--- src/rtl/convolution_engine.sv ---
// convolution_engine: 3x3 signed kernel + arithmetic right shift over a streamed
// 8-bit unsigned pixel window. Coefficients are double-buffered (shadow/active);
// a new kernel becomes active on the first valid window of a frame.
// Fixed 3-cycle latency: S1 products, S2 adder tree, S3 shift/abs/saturate.

// One kernel tap: unsigned pixel times signed coefficient, 17-bit signed product.
module conv_tap (
  input  logic [7:0]  pix_in,
  input  logic [7:0]  coef_in,
  output logic [16:0] prod_out
);
  logic signed [16:0] pix_s, coef_s, prod_s;
  assign pix_s    = $signed({9'd0, pix_in});
  assign coef_s   = $signed({{9{coef_in[7]}}, coef_in});
  assign prod_s   = pix_s * coef_s;
  assign prod_out = prod_s;
endmodule

module convolution_engine #(
  parameter int ABS_OUT   = 0,
  parameter int HCOUNT_W  = 11,
  parameter int VCOUNT_W  = 10,
  parameter int SAT_CNT_W = 16
) (
  input  logic                 clk_in,
  input  logic                 rst_n_in,
  input  logic [2:0][2:0][7:0] coeffs_in,
  input  logic [7:0]           shift_in,
  input  logic                 coeff_load_in,
  input  logic [2:0][2:0][7:0] window_in,
  input  logic                 valid_in,
  input  logic                 frame_start_in,
  input  logic [HCOUNT_W-1:0]  hcount_in,
  input  logic [VCOUNT_W-1:0]  vcount_in,
  output logic [7:0]           pixel_out,
  output logic                 valid_out,
  output logic                 frame_start_out,
  output logic [HCOUNT_W-1:0]  hcount_out,
  output logic [VCOUNT_W-1:0]  vcount_out,
  output logic [SAT_CNT_W-1:0] sat_count_out
);
  localparam int          STAGES  = 3;
  // Identity kernel: only the centre tap ([1][1], flat index 4) is 1.
  localparam logic [71:0] IDENT_K = 72'h1 << 32;

  // Shift amounts are 8-bit signed; the active copy is clamped to 0..15.
  function automatic logic [3:0] clamp_shift(input logic [7:0] s);
    logic [3:0] r;
    if (s[7])            r = 4'd0;
    else if (s > 8'd15)  r = 4'd15;
    else                 r = s[3:0];
    return r;
  endfunction

  logic [71:0]        shadow_k_q, shadow_k_d, act_k_q, act_k_d;
  logic [7:0]         shadow_s_q, shadow_s_d;
  logic [3:0]         act_s_q, act_s_d;
  logic               frame_take;
  logic [8:0][7:0]    kern, pix;
  logic [3:0]         kern_shift;
  logic [8:0][16:0]   prod, prod_q, prod_d;
  logic [3:0]         s1_shift_q, s1_shift_d, s2_shift_q, s2_shift_d;
  logic signed [20:0] sum_q, sum_d, shifted, mag;
  logic [7:0]         clip, pix_q, pix_d;
  logic               sat;
  logic [SAT_CNT_W-1:0] sat_cnt_q, sat_cnt_d;
  logic [STAGES:1]    vld_pipe_q, vld_pipe_d, fs_pipe_q, fs_pipe_d;
  logic [STAGES:1][HCOUNT_W-1:0] hc_pipe_q, hc_pipe_d;
  logic [STAGES:1][VCOUNT_W-1:0] vc_pipe_q, vc_pipe_d;

  // Kernel select: the frame-start window bypasses straight from the shadow copy.
  always_comb begin
    frame_take = valid_in & frame_start_in;
    kern       = frame_take ? shadow_k_q : act_k_q;
    kern_shift = frame_take ? clamp_shift(shadow_s_q) : act_s_q;
    pix        = window_in;
  end

  for (genvar i = 0; i < 9; i++) begin : g_tap
    conv_tap u_tap (.pix_in(pix[i]), .coef_in(kern[i]), .prod_out(prod[i]));
  end

  // Next-state for coefficient buffers, datapath stages and sideband shift registers.
  always_comb begin
    shadow_k_d = shadow_k_q;
    shadow_s_d = shadow_s_q;
    if (coeff_load_in) begin
      shadow_k_d = coeffs_in;
      shadow_s_d = shift_in;
    end
    act_k_d = act_k_q;
    act_s_d = act_s_q;
    if (frame_take) begin
      act_k_d = shadow_k_q;
      act_s_d = clamp_shift(shadow_s_q);
    end

    prod_d     = prod;
    s1_shift_d = kern_shift;

    sum_d = '0;
    for (int i = 0; i < 9; i++) sum_d = sum_d + 21'($signed(prod_q[i]));
    s2_shift_d = s1_shift_q;

    // S3: floor shift, optional magnitude, clip to a byte.
    shifted = sum_q >>> s2_shift_q;
    mag     = ((ABS_OUT != 0) && (shifted < 0)) ? -shifted : shifted;
    sat     = 1'b0;
    clip    = mag[7:0];
    if (mag > 21'sd255) begin
      clip = 8'hFF;
      sat  = 1'b1;
    end else if (mag < 21'sd0) begin
      clip = 8'h00;
      sat  = 1'b1;
    end
    pix_d = vld_pipe_q[STAGES-1] ? clip : pix_q;

    // Per-frame saturation count, sticky at all-ones.
    sat_cnt_d = sat_cnt_q;
    if (vld_pipe_q[STAGES-1]) begin
      if (fs_pipe_q[STAGES-1])            sat_cnt_d = {{(SAT_CNT_W-1){1'b0}}, sat};
      else if (sat && !(&sat_cnt_q))      sat_cnt_d = sat_cnt_q + SAT_CNT_W'(1);
    end

    vld_pipe_d = {vld_pipe_q[STAGES-1:1], valid_in};
    fs_pipe_d  = {fs_pipe_q[STAGES-1:1], frame_take};
    hc_pipe_d  = {hc_pipe_q[STAGES-1:1], hcount_in};
    vc_pipe_d  = {vc_pipe_q[STAGES-1:1], vcount_in};
  end

  // State registers; reset drops in-flight windows and restores the identity kernel.
  always_ff @(posedge clk_in or negedge rst_n_in) begin
    if (!rst_n_in) begin
      shadow_k_q <= IDENT_K;
      shadow_s_q <= '0;
      act_k_q    <= IDENT_K;
      act_s_q    <= '0;
      prod_q     <= '0;
      s1_shift_q <= '0;
      sum_q      <= '0;
      s2_shift_q <= '0;
      pix_q      <= '0;
      sat_cnt_q  <= '0;
      vld_pipe_q <= '0;
      fs_pipe_q  <= '0;
      hc_pipe_q  <= '0;
      vc_pipe_q  <= '0;
    end else begin
      shadow_k_q <= shadow_k_d;
      shadow_s_q <= shadow_s_d;
      act_k_q    <= act_k_d;
      act_s_q    <= act_s_d;
      prod_q     <= prod_d;
      s1_shift_q <= s1_shift_d;
      sum_q      <= sum_d;
      s2_shift_q <= s2_shift_d;
      pix_q      <= pix_d;
      sat_cnt_q  <= sat_cnt_d;
      vld_pipe_q <= vld_pipe_d;
      fs_pipe_q  <= fs_pipe_d;
      hc_pipe_q  <= hc_pipe_d;
      vc_pipe_q  <= vc_pipe_d;
    end
  end

  assign pixel_out       = pix_q;
  assign valid_out       = vld_pipe_q[STAGES];
  assign frame_start_out = fs_pipe_q[STAGES];
  assign hcount_out      = hc_pipe_q[STAGES];
  assign vcount_out      = vc_pipe_q[STAGES];
  assign sat_count_out   = sat_cnt_q;
endmodule
--- config.mk ---
export PLATFORM = sky130hd
export DESIGN_NAME = convolution_engine
export DESIGN_NICKNAME = d
export VERILOG_FILES = /design/src/rtl/convolution_engine.sv
export SDC_FILE = /design/constraint.sdc
export NUM_CORES = 2
export LEC_CHECK = 0
export CAP_MARGIN = 30
export CORE_UTILIZATION = 56
export DETAILED_ROUTE_END_ITERATION = 8
export PLACE_DENSITY = 0.78
export SETUP_SLACK_MARGIN = 0.15
export SYNTH_ARGS = -nofsm -noshare
export SYNTH_HDL_FRONTEND = slang
export SYNTH_HIERARCHICAL = 1
export SYNTH_SLANG_ARGS = --single-unit
export TNS_END_PERCENT = 100
--- constraint.sdc ---
create_clock -name clk_in -period 4.9 [get_ports clk_in]
set_clock_uncertainty 0.15 [all_clocks]
set_input_delay 0.98 -clock clk_in [delete_from_list [all_inputs] [get_ports clk_in]]
set_output_delay 0.98 -clock clk_in [all_outputs]
set_load 0.01 [all_outputs]
After elaboration in Yosys (flattened, before gate mapping)
Index checks and enable logic that the tools add are counted.

$add $sub $neg: 9. Multipliers: 9. Magnitude comparators: 3. Shift-type cells: 1. Muxes and demuxes: 9. Bitwise logic cells: 1. Reduce and logical (&&, ||, !) cells: 5.

Operators by type and width (count): 9-bit by 8-bit multiplier with 17-bit output (9); 21-bit by 17-bit adder with 21-bit output (4); 72-bit two-way mux (1); 16-bit two-way mux (2); 20-bit by 17-bit adder with 21-bit output (1); 21-bit by 9-bit greater-than comparator with 1-bit output, second input constant (1); 21-bit by 1-bit less-than comparator with 1-bit output, second input constant (1); 21-bit by 4-bit >>> shifter with 21-bit output (1); 19-bit by 17-bit adder with 20-bit output (1); 18-bit by 17-bit adder with 19-bit output (1); 17-bit by 17-bit adder with 18-bit output (1); 16-bit by 1-bit adder with 16-bit output, second input constant (1); 8-bit two-way mux (2); 16-bit AND reduction (1); 8-bit by 4-bit greater-than comparator with 1-bit output, second input constant (1); 4-bit two-way mux (2); 1-bit two-way mux (2); 2-bit AND reduction (1); 2-bit nonzero test (1); 1-bit AND (1); 1-bit logical AND (1); 1-bit zero test (1).

Bits in registers: 427. Bits of input ports: 178. Output and inout port bits: 47. Logic and storage cells: 62.

Longest topological paths before layout
Depth in word-level cells: 8. Gate-level depth with buffers: 21. Gate-level depth less buffers: 20.

Hierarchy
Netlist, hierarchy kept.

Modules (own cells, without submodules): convolution_engine (instances 1, cells each 1188, area each 17820.8 µm², seq. area each 10687.8 µm²); conv_tap (g_tap[0].u_tap ...) (instances 5, cells each 276, area each 2333.5 µm², seq. area each 0.0 µm²); conv_tap (g_tap[7].u_tap) (instances 1, cells each 273, area each 2337.2 µm², seq. area each 0.0 µm²); conv_tap (g_tap[8].u_tap) (instances 1, cells each 273, area each 2333.5 µm², seq. area each 0.0 µm²); conv_tap (g_tap[6].u_tap) (instances 1, cells each 276, area each 2328.5 µm², seq. area each 0.0 µm²); conv_tap (g_tap[5].u_tap) (instances 1, cells each 258, area each 2265.9 µm², seq. area each 0.0 µm²).

Worst setup path after synthesis
OpenSTA, ideal clock, no wires.

Kind: input to register. From: input port valid_in. To: register prod_q[99] (netlist bit). Setup time: 131 ps. Arrival: 5651 ps. Data required time: 4619 ps. Slack: -1032 ps. Cell stages on the path: 17. Buffers on the path: 1. Path through: nand2_1 -> inv_2 -> buf_1 -> mux2_2 -> inv_1 -> nor2_1 -> fa_1 -> fa_1 -> fa_1 -> inv_1 -> fa_1 -> inv_1 -> ha_1 -> a21o_2 -> nor2_2 -> a2111oi_0 -> or3_1.

RTL lines: from (decl) (line 31) `input logic valid_in,`; to (signal assigned) (line 154) `prod_q <= prod_d;`; to (decl) (line 61) `logic [8:0][16:0] prod, prod_q, prod_d;`.

==> summary.md <==
| Metric | Value |
|---|---|
| GR peak layer | `met2` |
| Period minus WS final | `5.05 ns` |
| Worst setup margin | `-0.146 ns` |
| Root Driver | `clkbuf_16` |
| YS warnings | `6` |
| Multi-input logic area | `27500 sq um` |
| CP peak stage delay | `0.56 ns` |
| Initial antenna violation count | `3` |
| Cell taking the most area after synthesis | `dfrtp_1` |
| # IOs | `225` |
| DR iter-0 viols | `1551` |
| Final slew viol count | `0` |
| Critical path's top delay family | `adder cells` |
| Buffers plus inverters on the worst setup path | `7` |
| Global Route met1 Usage | `35.3%` |
| Layout cell share with drive strength beyond 1 | `26.8%` |
| Vias per cell | `5.30` |
| First-pass GRT wire length | `156000 um` |
| Flop-to-flop setup slack | `-0.04 ns` |
| Row cnt | `96` |
| CP arrival | `5.39 ns` |
| Die Area | `70300 sq um` |
| Ys flop type | `dfrtp_1` |
| H-tree Lvls | `2` |
| Remaining DRCs | `0` |
| CP required | `5.24 ns` |
| RSZ-0062 raised after global routing | `true` |
| Die height | `265 um` |
| Crit share post-route | `103%` |
| Starting Density | `56.5%` |
| Area share of the largest cell type after synthesis | `27.4%` |
| Final ANT Viol Nets | `0` |
| First-pass DRT Iterations | `5` |
| Achievable Freq | `0.198 GHz` |
| Worst-margin pin slew | `0.887 ns` |
| Synth cell count leaders | `inv_1 (683), fa_1 (455), dfrtp_1 (425), ha_1 (409), and2_1 (389)` |
| Final Net Count | `5404` |
| Final wirelength | `95100 um` |
| Slew Limit Headroom | `40.8%` |
| Finished Layout Cells | `5333` |
| Syn avg cell area | `10.6 sq um` |
| Clock Path Buffers | `3` |
| Hold path cells | `0` |
| Largest net degree at the start of global routing | `99` |
| Number of max-cap violations | `0` |
| Routing usage on met2 | `49.0%` |
| Cell with the most instances after synthesis | `inv_1` |
| CP Depth | `20` |
| Failing checks | `negative setup slack` |
| HPWL Detailed | `73400 um` |
| Critical path class | `in -> reg` |
| Worst setup EP type | `flop` |
| TritonCTS clock tree | `done` |
| Final setup fails | `41` |
| CP dominant cell by count | `fa_1` |
| Asr flop ratio synth | `100%` |
| # placed instances | `5191` |
| Hold wc startpoint | `vc_pipe_d[18]$_DFF_PN0_` |
| Worst reg2reg endpoint | `sum_q[18]$_DFF_PN0_` |
| DR vias | `28240` |
| R2R depth | `19` |
| Inserted Clock Buffers | `48` |
| Post-synthesis cell count | `3648` |
| Cell Chain, Critical Path | `buf_6 > nand2_8 > inv_16 > buf_12 > buf_16 > mux2_4 > and2_4 > fa_1 > fa_1 > fa_1 > inv_1 > fa_1 > inv_2 > ha_4 > o21a_1 > o31a_4 > o311ai_4 > mux2i_1 > nor3_1 > buf_4` |
| Cell area after synthesis | `38800 sq um` |
| GR Util met3 | `3.41%` |
| Status | `finished, violations left` |
| Synthesized flop and latch total | `427` |
| Core area | `68600 sq um` |
| Worst hold endpoint | `vc_pipe_d[28]$_DFF_PN0_` |
| Final Hold Vio Count | `0` |
| Setup_tns | `-2.32 ns` |
| Register area | `10700 sq um` |
| Ranking of synthesized cells by area | `dfrtp_1 (27%), fa_1 (24%), ha_1 (13%)` |
| CTS Hold Buffers Added | `0` |
| Buffers on Ports | `224` |
| Sequential share of the synthesized area | `27.6%` |
| Global placement routability congestion | `0.940` |
| Average wire per standard cell | `17.8 um` |
| Die width | `265 um` |
| Syn_nets | `4690` |
| Hold Path Class | `reg -> reg` |
| Grt ovf | `0` |
| All-Layer GR Usage | `27.8%` |
| Critical-path top delay cell | `fa_1` |
| Element type at the critical path start | `input port` |
| Clk sinks | `427` |
| Critical R2R Launch | `prod_q[36]$_DFF_PN0_` |
| Place WS | `-1.30 ns` |
| Vias in the first global route | `30505` |
| Area grow syn2layout | `28.5%` |
| Fillers | `4628` |
| Clock transition at the registers of the reported paths | `0.06 ns` |
| Clock latency on the worst-skew pair | `0.63 ns` |
| Post-synth EDFFs | `0` |
| CP max FO | `9` |
| Synth cell types | `77` |
[metal layers]
layer / share of wire [%] / wire length [um]
met5: 0 / 0
met2: 51 / 48600
met4: 4.1 / 3890
met1: 41 / 38800
met3: 4.0 / 3820
[how the worst max path moves through the flow]
stage	from	to	slack, ns
after global routing	frame_start_in	prod_q[152]$_DFF_PN0_	-0.26
after detailed placement	valid_in	prod_q[135]$_DFF_PN0_	-1.30
after CTS	valid_in	prod_q[133]$_DFF_PN0_	-0.13
after global placement	valid_in	prod_q[84]$_DFF_PN0_	-1.23
final	frame_start_in	prod_q[152]$_DFF_PN0_	-0.15
after floorplan	frame_start_in	prod_q[14]$_DFF_PN0_	-0.27
[cell type report]
class                           count  area share (%)
Multi-Input combinational cell   2490            55.2
Timing Repair Buffer              710            12.5
Timing Repair inverter              1          0.0402
Clock inverter                     25           0.598
Tap cell                          931            2.34
Antenna cell                        2          0.0100
Sequential cell                   427            21.5
Inverter                          684            5.23
Clock buffer                       63            2.69
[logic make-up (layout without fill, tap and decap cells)]
group / after synthesis / after routing / synth area share, %
mux: 213 / 215 / 6.57
flops: 427 / 427 / 27.6
xor+xnor: 82 / 82 / 1.85
buf+inv: 733 / 1483 / 7.23
compound gates: 369 / 369 / 6.73
simple gates: 960 / 960 / 13.3
fa+ha+maj: 864 / 864 / 36.7
other cells: 0 / 2 / 0
[cell usage in the layout (no fill, tap or decap), types with 32 or more instances in the layout]
cell type	n
nor2_1	130
mux2i_1	32
mux2_2	97
buf_4	445
nand2_1	166
nor3_1	44
xnor2_1	39
dfrtp_1	425
clkdlybuf4s50_1	220
and2_4	56
nand2b_1	43
o21ai_0	62
ha_4	50
and2_1	334
ha_1	353
clkbuf_16	48
a21oi_1	75
fa_1	435
inv_2	56
mux2_4	70
a21oi_2	34
xor2_1	33
inv_1	619
[metrics by stage]
| step | hold slack (ns) | util (%) | area [sq um] |
|---|---|---|---|
| 2_1_floorplan | 0.181 | - | 40200 |
| 3_3_place_gp | 0.181 | 68.0 | 46600 |
| 3_5_place_dp | 0.185 | 68.0 | 46600 |
| 4_1_cts | 0.198 | 72.0 | 49400 |
| 5_1_grt | 0.202 | 72.6 | 49800 |
| 6_report | 0.195 | 72.6 | 49800 |
[worst reg2reg max path, stage by stage, from the launching register on]
cell and delay [ns]:
dfrtp_1 0.39, inv_2 0.06, fa_1 0.55, inv_2 0.04, fa_1 0.49, fa_1 0.56
inv_1 0.06, fa_1 0.53, inv_2 0.06, ha_4 0.16, fa_2 0.33, a21o_1 0.20
a21oi_2 0.20, o21ai_2 0.11, a41oi_2 0.23, buf_6 0.16, buf_6 0.10, and2_4 0.18
o21ai_4 0.07, xor2_2 0.24
[flip-flops by register name, indices dropped and copies added (netlist names)]
| signal | flops |
|---|---|
| prod_q | 153 |
| act_k_q | 72 |
| shadow_k_q | 72 |
| hc_pipe_d | 22 |
| sum_q | 21 |
| vc_pipe_d | 20 |
| sat_count_out | 16 |
| hcount_out | 11 |
| vcount_out | 10 |
| pixel_out | 8 |
| shadow_s_q | 8 |
| s1_shift_q | 4 |
| s2_shift_q | 4 |
| fs_pipe_q | 3 |
| vld_pipe_q | 3 |
[what timing repair did]
action / CTS / global route
setup endpoints to repair: 106 / 88
resized for setup: 197 / 68
pin swaps: 120 / 53
gates cloned: 6 / 0
setup buffers: 34 / 12
Power is left out: the tool's default activity adds up to more than one toggle a clock period on the data nets, which glitch-free logic cannot reach.
